[config.mk]
export PLATFORM = sky130hd
export DESIGN_NAME = sim_status_ctrl
export DESIGN_NICKNAME = d
export VERILOG_FILES = /design/src/rtl/sim_status_pkg.sv /design/src/rtl/sim_popcount.sv /design/src/rtl/sim_status_ctrl.sv
export SDC_FILE = /design/constraint.sdc
export NUM_CORES = 1
export LEC_CHECK = 0
export CAP_MARGIN = 15
export CORE_UTILIZATION = 60
export CTS_BUF_LIST = sky130_fd_sc_hd__clkbuf_4 sky130_fd_sc_hd__clkbuf_8
export DETAILED_ROUTE_END_ITERATION = 8
export DONT_BUFFER_PORTS = 1
export PLACE_DENSITY = 0.76
export SKIP_LAST_GASP = 1
export SLEW_MARGIN = 25
export SYNTH_ARGS = -nofsm -noshare
export SYNTH_HDL_FRONTEND = slang
export SYNTH_HIERARCHICAL = 1
export SYNTH_SLANG_ARGS = --single-unit
export TNS_END_PERCENT = 1
[constraint.sdc]
create_clock -name clk -period 8.5 [get_ports clk]
set_clock_uncertainty 0.05 [all_clocks]
set_input_delay 1.275 -clock clk [delete_from_list [all_inputs] [get_ports clk]]
set_output_delay 1.275 -clock clk [all_outputs]
set_load 0.01 [all_outputs]
[src/rtl/sim_status_pkg.sv]
// Shared types for the end-of-simulation controller: FSM states, failure
// causes and a small width helper for the internal down/idle counters.
package sim_status_pkg;

  typedef enum logic [1:0] {
    RUN   = 2'd0,
    DRAIN = 2'd1,
    DONE  = 2'd2,
    FAIL  = 2'd3
  } state_e;

  typedef enum logic [1:0] {
    CAUSE_NONE    = 2'd0,
    CAUSE_MEM     = 2'd1,
    CAUSE_MON     = 2'd2,
    CAUSE_TIMEOUT = 2'd3
  } cause_e;

  // Bits needed to hold 0..n-1, never less than one.
  function automatic int unsigned cnt_width(input int unsigned n);
    return (n > 1) ? $clog2(n) : 1;
  endfunction

endpackage

[src/rtl/sim_popcount.sv]
// Combinational population count of a WIDTH-bit vector; used to turn the
// per-lane commit strobes into a per-cycle commit count.
module sim_popcount #(
  parameter int unsigned WIDTH = 8
) (
  input  logic [WIDTH-1:0]             bits_i,
  output logic [$clog2(WIDTH+1)-1:0]   count_o
);

  localparam int unsigned CW = $clog2(WIDTH + 1);

  always_comb begin
    count_o = '0;
    for (int unsigned i = 0; i < WIDTH; i++) begin
      count_o = count_o + CW'(bits_i[i]);
    end
  end

endmodule

[src/rtl/sim_status_ctrl.sv]
// End-of-simulation controller: clean halt with a drain window, or a latched
// failure with cause code; counts commits and cycles. Optional idle timeout
// is compiled in when SIM_STATUS_TIMEOUT_EN is defined.
module sim_status_ctrl
  import sim_status_pkg::*;
#(
  parameter int unsigned CHANNELS       = 8,
  parameter int unsigned DRAIN_CYCLES   = 16,
  parameter int unsigned TIMEOUT_CYCLES = 100000,
  parameter int unsigned CNT_W          = 64
) (
  input  logic                clk,
  input  logic                rst,
  input  logic [CHANNELS-1:0] commit_valid,
  input  logic [CHANNELS-1:0] chan_halt,
  input  logic                mem_error,
  input  logic                mon_error,
  output logic                halt,
  output logic                error,
  output logic [1:0]          cause,
  output logic [CNT_W-1:0]    commits,
  output logic [CNT_W-1:0]    cycles
);

  localparam int unsigned PW = $clog2(CHANNELS + 1);
  localparam int unsigned DW = cnt_width(DRAIN_CYCLES);

  state_e           state_q, state_d;
  cause_e           cause_q, cause_d;
  logic [CNT_W-1:0] commits_q, commits_d;
  logic [CNT_W-1:0] cycles_q, cycles_d;
  logic [DW-1:0]    drain_q, drain_d;
  logic [PW-1:0]    pop;
  logic             any_commit;
  logic             halt_hit;
  logic             ext_err;
  cause_e           err_cause;
  logic             timeout;

  sim_popcount #(
    .WIDTH(CHANNELS)
  ) u_popcount (
    .bits_i (commit_valid),
    .count_o(pop)
  );

  always_comb begin
    any_commit = |commit_valid;
    halt_hit   = |(chan_halt & commit_valid);
    ext_err    = mem_error | mon_error;
    err_cause  = mem_error ? CAUSE_MEM : CAUSE_MON;
  end

`ifdef SIM_STATUS_TIMEOUT_EN
  localparam int unsigned IW = cnt_width(TIMEOUT_CYCLES);

  logic [IW-1:0] idle_q, idle_d;

  // Idle counter saturates at TIMEOUT_CYCLES-1; the next idle cycle fires.
  always_comb begin
    idle_d  = idle_q;
    timeout = 1'b0;
    if (state_q == RUN) begin
      if (any_commit) begin
        idle_d = '0;
      end else begin
        timeout = (idle_q == IW'(TIMEOUT_CYCLES - 1));
        if (!timeout) idle_d = idle_q + 1'b1;
      end
    end
  end

  always_ff @(posedge clk) begin
    if (rst) idle_q <= '0;
    else     idle_q <= idle_d;
  end
`else
  always_comb timeout = 1'b0;
`endif

  always_comb begin
    state_d   = state_q;
    cause_d   = cause_q;
    commits_d = commits_q;
    cycles_d  = cycles_q;
    drain_d   = drain_q;
    unique case (state_q)
      RUN: begin
        cycles_d  = cycles_q + 1'b1;
        commits_d = commits_q + CNT_W'(pop);
        // External error outranks timeout, which outranks halt.
        if (ext_err) begin
          state_d = FAIL;
          cause_d = err_cause;
        end else if (timeout) begin
          state_d = FAIL;
          cause_d = CAUSE_TIMEOUT;
        end else if (halt_hit) begin
          state_d = DRAIN;
          drain_d = DW'(DRAIN_CYCLES - 1);
        end
      end
      DRAIN: begin
        cycles_d = cycles_q + 1'b1;
        if (ext_err) begin
          state_d = FAIL;
          cause_d = err_cause;
        end else if (drain_q == '0) begin
          state_d = DONE;
        end else begin
          drain_d = drain_q - 1'b1;
        end
      end
      DONE, FAIL: ;
      default: ;
    endcase
  end

  always_ff @(posedge clk) begin
    if (rst) begin
      state_q   <= RUN;
      cause_q   <= CAUSE_NONE;
      commits_q <= '0;
      cycles_q  <= '0;
      drain_q   <= '0;
    end else begin
      state_q   <= state_d;
      cause_q   <= cause_d;
      commits_q <= commits_d;
      cycles_q  <= cycles_d;
      drain_q   <= drain_d;
    end
  end

  always_comb begin
    halt    = (state_q == DONE);
    error   = (state_q == FAIL);
    cause   = cause_q;
    commits = commits_q;
    cycles  = cycles_q;
  end

endmodule

After elaboration in Yosys (flattened, before gate mapping) --
Cells that the tools add are included. W data, S select, Z words.
Word-level totals: logic and storage cells 45, output and inout bits 132, input port bits 20, register bits after elaboration 136
Cells by class: reductions and logical operators 8, eq/ne operators 9, $add $sub $neg 10, bitwise logic cells 2, mux-type cells 11
Operators with widths (number):
- $add A64 B1 Y64 const B | 1
- $add A64 B4 Y64 | 1
- $add A4 B1 Y4 | 6
- $mux W4 | 4
- $mux W2 | 5
- $and A8 B8 Y8 | 1
- $ne A2 B2 Y1 const B | 4
- $pmux W4 S2 | 1
- $reduce_or A8 Y1 | 1
- $ne A3 B3 Y1 const B | 2
- $reduce_and A5 Y1 | 1
- $eq A2 B2 Y1 const B | 2
- $logic_not A4 Y1 | 1
- $pmux W2 S2 | 1
- $sub A4 B1 Y4 const B | 1
- $reduce_and A3 Y1 | 1
- $add A1 B1 Y2 | 1
- $eq A2 B1 Y1 const B | 1
- $logic_not A2 Y1 | 1
- $reduce_and A2 Y1 | 1
- $reduce_bool A2 Y1 | 1
- $reduce_or A2 Y1 | 1
- $or A1 B1 Y1 | 1

Depth between registers and ports, before layout --
Gate-level depths: netlist of the first run.
depth in word-level cells 8, gate-level depth with buffers 18, gate-level depth less buffers 15

Hierarchy --
The synthesis of the first run kept the hierarchy.
Modules (own cells, without submodules):
- sim_status_ctrl | area an instance 6691.4 µm², cells an instance 806, times used 1, seq. area each 2722.6 µm²
- sim_popcount | area an instance 190.2 µm², cells an instance 24, times used 1, seq. area each 0.0 µm²

Worst setup path before layout of the first run --
No wires, ideal clock.
path type input port to flip-flop, start point in commit_valid[0], end point reg commits_q[32], in the netlist commits[32], stages on the path 18, library setup time 0.128 ns, path buffers 3, slack 3.032 ns, arrival time 5.290 ns, data required time 8.322 ns, path through inv_1 > fa_1 > fa_1 > fa_1 > inv_1 > ha_1 > inv_1 > fa_1 > inv_1 > fa_1 > a211o_1 > and4_1 > buf_2 > nand4_1 > clkbuf_1 > clkbuf_1 > xnor2_1 > nor2_1
Between the ends: longest elaborated chain between the ends 8
Ends and longest elaborated chain:
- start: declaration | line sim_status_ctrl.sv:14 | input logic [CHANNELS-1:0] commit_valid,
- $add A1 B1 Y2 | line sim_popcount.sv:15 | count_o = count_o + CW'(bits_i[i]);
- $add A4 B1 Y4 (6 in series) | line sim_popcount.sv:15
- named net pop[1] | line sim_status_ctrl.sv:33 | logic [PW-1:0] pop;
- $add A64 B4 Y64 | line sim_status_ctrl.sv:90 | commits_d = commits_q + CNT_W'(pop);
- end signal: assignment | line sim_status_ctrl.sv:129 | commits_q <= commits_d;
- end: declaration | line sim_status_ctrl.sv:30 | logic [CNT_W-1:0] commits_q, commits_d;
The timed path passes the listed nets, and every way through them passes these cells. A chain may end at the register's enable or synchronous reset.

Worst setup path in the final report of the first run --
start point in commit_valid[0], end point reg commits_q[60], in the netlist commits[60]
Same word-level chain as after synthesis.

==> flow_metrics.env, run 1 <==
export IMPL_numPortBuffers=0
export IMPL_drv_slew=0
export IMPL_end_kind="flop"
export IMPL_synthToLayoutAreaGrowth_pct=5.78
export IMPL_gr_max_usage_layer="met2"
export IMPL_synth_area_leader_cell="dfxtp_1"
export IMPL_start_util_pct=62.7
export IMPL_routedWlPerCell_um=17.1
export IMPL_min_to="drain_q[1]$_SDFFE_PP0P_"
export IMPL_grtUsageMet2_pct=46.6
export IMPL_antenna_found_initial=0
export IMPL_htreeDepth=4
export IMPL_yosysMostFrequentCell="dfxtp_1"
export IMPL_rsz0062_at_grt="no"
export IMPL_synthArstFlopShare_pct=0
export IMPL_ys_top_cells_by_area="dfxtp_1, a21oi_1, xnor2_1, nand4_1, nor2_1"
export IMPL_core_area_um2=11000
export IMPL_rows=38
export IMPL_crit_type="in -> reg"
export IMPL_required_ns=8.84
export IMPL_dominantRegCellSynth="dfxtp_1"
export IMPL_timing_max_cap_violations=0
export IMPL_vias_per_cell=6.45
export IMPL_cts_buffer_depth=2
export IMPL_final_setup_tns_ns=0
export IMPL_ys_top_cells_by_count="dfxtp_1, nor2_1, a21oi_1"
export IMPL_use_met1_pct=29.7
export IMPL_clkSlewWorstSetupHoldPaths_ns=0.07
export IMPL_cellPowerDensity_nw_per_um2=177
export IMPL_utilization_pct=66.3
export IMPL_nets=843
export IMPL_max_freq_mhz=176
export IMPL_drt_iter0_markers=402
export IMPL_hold_viol=0
export IMPL_synth_avg_cell_area_um2=8.29
export IMPL_clock_latency_ns=0.45
export IMPL_p_leak_nw=2.26
export IMPL_cts_tree="done"
export IMPL_cts_resized=0
export IMPL_nFillCells=921
export IMPL_dp_hpwl_um=11400
export IMPL_multi_input_area_um2=3870
export IMPL_setup_viol=0
export IMPL_period_needed_ns=5.68
export IMPL_route_detailed_drc=0
export IMPL_yosysTopAreaCellShare_pct=39.6
export IMPL_r2r_end="commits[60]$_SDFFE_PP0P_"
export IMPL_drive_gt1_share_pct=5.37
export IMPL_r2r_start="state_q[1]$_SDFFE_PP0P_"
export IMPL_worst_ir_drop_vdd_uv=136
export IMPL_hp_class="reg -> reg"
export IMPL_die_x_um=109
export IMPL_cts_num_sinks=136
export IMPL_cp_max_fo=21
export IMPL_ff2ff_setup_slack_ns=5.32
export IMPL_rr_worst_depth=5
export IMPL_track_usage_pct=27.2
export IMPL_grt_pass1_wl_um=25600
export IMPL_die_h_um=109
export IMPL_grt_pass1_vias=5727
export IMPL_synth_fp_nets=865
export IMPL_gr_total_overflow=0
export IMPL_seqCellArea_um2=2720
export IMPL_synth_seq_cells=136
export IMPL_root_buffer="clkbuf_8"
export IMPL_tightest_slew_ns=0.853
export IMPL_gp_congestion=0.808
export IMPL_status="complete, no violations"
export IMPL_timing_final_crit_share_pct=66.8
export IMPL_gr_usage_met3_pct=9.26
export IMPL_netlist_instances=830
export IMPL_cts_buffers=17
export IMPL_start_kind="input port"
export IMPL_worst_hold_startpoint="drain_q[1]$_SDFFE_PP0P_"
export IMPL_antenna_cells=0
export IMPL_ant_nets=0
export IMPL_hold_depth=2
export IMPL_drt_pass1_iterations=5
export IMPL_routed_via_count=6187
export IMPL_relSlewSlack_pct=42.7
export IMPL_cts_setup_buffers=0
export IMPL_critPathArrivalTime_ns=6.01
export IMPL_pin_count=152
export IMPL_hold_buffers=0
export IMPL_grt_max_degree=137
export IMPL_syn_cell_area_um2=6880
export IMPL_synth_cell_type_count=51
export IMPL_die_area_um2=11900
export IMPL_drt_wl_total_um=16400
export IMPL_yosysSeqAreaShare_pct=39.6
export IMPL_synth_edf_count=0
export IMPL_ys_warn_count=6
## worst max path at each step
stage,startpoint,slack [ns],cells after the start,endpoint
after floorplan,commit_valid[0],3.03,18,commits[32]$_SDFFE_PP0P_
after global placement,commit_valid[0],2.56,15,commits[60]$_SDFFE_PP0P_
after detailed placement,commit_valid[0],2.38,15,commits[60]$_SDFFE_PP0P_
after CTS,commit_valid[0],2.84,15,commits[60]$_SDFFE_PP0P_
after global routing,commit_valid[0],2.54,15,commits[62]$_SDFFE_PP0P_
final,commit_valid[0],2.82,15,commits[60]$_SDFFE_PP0P_
## cell usage in the layout (no fill, tap or decap), types with 3 or more instances in the layout
cell type / netlist / final
dfxtp_1: 136 / 136
nor2_1: 77 / 77
a21oi_1: 72 / 72
nand3_1: 49 / 49
nand4_1: 47 / 47
nand2_1: 47 / 47
xnor2_1: 39 / 39
or3_1: 36 / 36
o21ai_0: 35 / 35
inv_1: 32 / 32
nor4_1: 28 / 28
o31ai_1: 25 / 25
xor2_1: 24 / 24
or4_1: 24 / 24
clkbuf_8: 0 / 20
and3_1: 18 / 18
nor3_1: 17 / 17
and4_1: 13 / 13
ha_1: 10 / 10
clkbuf_4: 0 / 7
a211oi_1: 5 / 5
fa_1: 5 / 5
nor2b_1: 4 / 4
and2_1: 4 / 4
nand4b_1: 4 / 4
a22oi_1: 4 / 4
a211o_1: 3 / 3
or2_2: 3 / 3
a21o_1: 3 / 3
## registers in the layout (all words and copies together), names as in the netlist
register	count
cause	2
commits	64
cycles	64
drain_q	4
state_q	2
## final cells by class
| cell class | instances | share of cell area, % |
|---|---|---|
| multi-input cells | 621 | 53.1 |
| clock inverters | 3 | 0.894 |
| clock buffers | 27 | 4.50 |
| flip-flops and latches | 136 | 37.4 |
| inverters | 32 | 1.65 |
| well taps | 140 | 2.41 |
## stage by stage
stage	cell area [um2]	hold WS (ns)	total power, mW	setup WS (ns)	std cells
2_1_floorplan	6880	0.428	0.752	3.03	830
3_3_place_gp	6890	0.442	0.756	2.56	929
3_5_place_dp	6890	0.454	0.763	2.38	929
4_1_cts	7280	0.469	1.29	2.84	959
5_1_grt	7280	0.494	1.33	2.54	959
6_report	7280	0.465	1.29	2.82	959
## cell families (layout without fill, tap and decap cells)
group / after synthesis / in the layout / share of synthesized area (%)
adders and majority gates: 15 / 15 / 3.27
buffers and inverters: 73 / 62 / 4.22
DFF: 136 / 136 / 39.6
and+or+nand+nor: 386 / 386 / 31.5
xor gates and xnor gates: 63 / 63 / 8.02
muxes: 2 / 2 / 0.309
AOI/OAI and AO/OA: 155 / 155 / 13.1
## worst max-delay path, stage by stage
cell and delay (ns):
inv_1 0.03, fa_1 0.54, fa_1 0.44, fa_1 0.45
inv_1 0.07, ha_1 0.15, inv_1 0.06, fa_1 0.38
xnor2_1 0.14, ha_1 0.35, a211o_1 0.18, and4_1 0.43
nand4_1 0.65, or4_1 0.72, a21oi_1 0.15
## per-layer routing
layer / wire [um] / vias up
met5: 0 / -
met2: 7980 / 224
met1: 6680 / 2920
li1: - / 3007
met4: 370 / 0
met3: 1340 / 36
## where the power goes
| group | total (mW) | switching [mW] | leakage [nW] | internal, mW |
|---|---|---|---|---|
| logic | 0.0885 | 0.0478 | 0.959 | 0.0407 |
| registers | 0.661 | 0.0152 | 1.10 | 0.646 |
| clock network | 0.536 | 0.233 | 0.208 | 0.304 |
Power figures use the tool's default switching activity.
==> run 2, diff against run 1 <==
PLACE_DENSITY = 0.79   (was 0.76)
clock period = 4.6 ns   (was 8.5 ns; I/O delays follow)
==> run 2 against run 1 <==
Combinational power up 99%. Core utilization up 1.2 points. Cell area up 1.9%. Worst hold slack worse by 0.19 ns. Global-route usage up 1.5 points. Critical path depth up 1. Clock-buffer cell count down 4. Non-clock buffer count up 17. Power up 84%. Sequential power up 85%. Critical path type unchanged. Largest power group unchanged.
==> flow_metrics.env, run 2 (synthesis results as in run 1) <==
export IMPL_required_ns=4.90
export IMPL_vias_per_cell=6.53
export IMPL_crit_type="in -> reg"
export IMPL_cp_common_cell="fa_1"
export IMPL_htreeDepth=4
export IMPL_period_needed_ns=4.42
export IMPL_rsz0062_at_grt="no"
export IMPL_hold_viol=0
export IMPL_antenna_found_initial=0
export IMPL_timing_max_cap_violations=0
export IMPL_nets=860
export IMPL_die_area_um2=11900
export IMPL_start_util_pct=62.7
export IMPL_drt_pass1_iterations=5
export IMPL_internal_power_mw=1.82
export IMPL_start_kind="input port"
export IMPL_p_clk_share_pct=41.0
export IMPL_antenna_cells=0
export IMPL_die_x_um=109
export IMPL_pin_count=152
export IMPL_grt_max_degree=137
export IMPL_fin_ws_ns=0.177
export IMPL_dp_hpwl_um=11800
export IMPL_fin_cells=978
export IMPL_cts_resized=0
export IMPL_cts_num_sinks=136
export IMPL_p_seq_share_pct=51.6
export IMPL_numPortBuffers=0
export IMPL_place_ws_ns=-0.216
export IMPL_max_freq_mhz=226
export IMPL_cellPowerDensity_nw_per_um2=319
export IMPL_cp_max_fo=11
export IMPL_route_detailed_drc=0
export IMPL_die_h_um=109
export IMPL_sw_frac_of_total_pct=23.3
export IMPL_cts_tree="done"
export IMPL_status="complete, no violations"
export IMPL_hp_class="in -> reg"
export IMPL_cpPeakStageDelay_ns=0.56
export IMPL_drive_gt1_share_pct=7.76
export IMPL_hold_buffers=0
export IMPL_startpoint="commit_valid[0]"
export IMPL_multi_input_area_um2=3870
export IMPL_ant_nets=0
export IMPL_synthToLayoutAreaGrowth_pct=7.76
export IMPL_worst_hold_startpoint="rst"
export IMPL_critPathArrivalTime_ns=4.72
export IMPL_relSlewSlack_pct=40.6
export IMPL_p_switching_mw=0.553
export IMPL_root_buffer="clkbuf_8"
export IMPL_drt_wl_total_um=16900
export IMPL_gp_congestion=0.830
export IMPL_critPathBufInv=4
export IMPL_setup_viol=0
export IMPL_dpl_cell_count=946
export IMPL_routedWlPerCell_um=17.3
export IMPL_clock_latency_ns=0.43
export IMPL_cts_buffers=17
export IMPL_rows=38
export IMPL_timing_final_crit_share_pct=96.1
export IMPL_drv_slew=0
export IMPL_final_common_cell="dfxtp_1"
export IMPL_end_kind="flop"
export IMPL_mostFrequentLayoutCells="dfxtp_1, nor2_1, a21oi_1"
export IMPL_crit_chain="inv_1 > fa_1 > fa_1 > fa_1 > inv_1 > ha_1 > inv_1 > fa_1 > xnor2_1 > ha_1 > a211o_1 > and4_1 > nand4_1 > buf_4 > or3_1 > a21oi_1"
export IMPL_grt_pass1_wl_um=27200
export IMPL_cpMaxStageDelayCell="fa_1"
export IMPL_drt_iter0_markers=630
export IMPL_routed_via_count=6388
export IMPL_gr_total_overflow=0
export IMPL_tightest_slew_ns=0.883
export IMPL_cts_setup_buffers=0
export IMPL_seqCellArea_um2=2720
export IMPL_critical_path_top_delay_family="adder cells"
export IMPL_worst_ir_drop_vdd_uv=262
export IMPL_p_leak_nw=2.34
export IMPL_final_setup_tns_ns=0
export IMPL_track_usage_pct=28.7
export IMPL_r2r_start="cycles[8]$_SDFFE_PP0N_"
export IMPL_grt_pass1_vias=5992
export IMPL_nFillCells=915
export IMPL_cts_buffer_depth=2
export IMPL_clkSlewWorstSetupHoldPaths_ns=0.08
export IMPL_comb_power_share_pct=7.4
export IMPL_core_area_um2=11000
-- run 2: cell types whose count changed in the layout (fill, tap and decap cells not counted) --
cell / before / now
clkinv_2: 1 / 6
fa_2: 0 / 1
buf_4: 0 / 17
clkbuf_4: 7 / 3
or4_4: 1 / 2
clkinvlp_4: 0 / 1
or4_1: 24 / 23
fa_1: 5 / 4
-- run 2: area by class of cell --
type / count / share of cell area, %
Clock inverter: 9 / 1.32
Tap cell: 140 / 2.36
Timing Repair Buffer: 17 / 1.72
Clock buffer: 23 / 4.02
Multi-Input combinational cell: 621 / 52.3
Sequential cell: 136 / 36.7
Inverter: 32 / 1.62
-- run 2: worst paths after layout --
path,endpoint,slack [ns],cells past startpoint
min,cycles[58]$_SDFFE_PP0N_,0.27,1
min reg2reg,cause[1]$_SDFFE_PP0P_,0.46,2
max,commits[58]$_SDFFE_PP0P_,0.18,16
max reg2reg,cycles[60]$_SDFFE_PP0N_,1.67,5
-- run 2: power groups by stage --
stage	Combinational, mW	Clock (mW)	Sequential (mW)
final	0.176	0.970	1.22
after global routing	0.198	1.04	1.22
after detailed placement	0.174	0	1.25
after floorplan	0.152	0	1.24
after global placement	0.163	0	1.25
after CTS	0.176	0.988	1.22
-- run 2: routing by layer --
layer | share of wire [%] | global-route usage [%] | wire length, um
met5 | 0 | 0 | 0
met4 | 1.6 | 11.2 | 272
met3 | 9.3 | 11.5 | 1570
met2 | 50 | 49.9 | 8470
met1 | 39 | 31.1 | 6630
-- run 2: per-stage QoR --
stage	hold slack (ns)	total power, mW	utilization, %	area, um2
CTS	0.246	2.39	67.5	7420
global placement	0.436	1.41	63.9	7020
global route	0.236	2.47	67.5	7420
detailed placement	0.448	1.42	63.9	7020
floorplan	0.428	1.39	-	6910
finish	0.274	2.37	67.5	7420
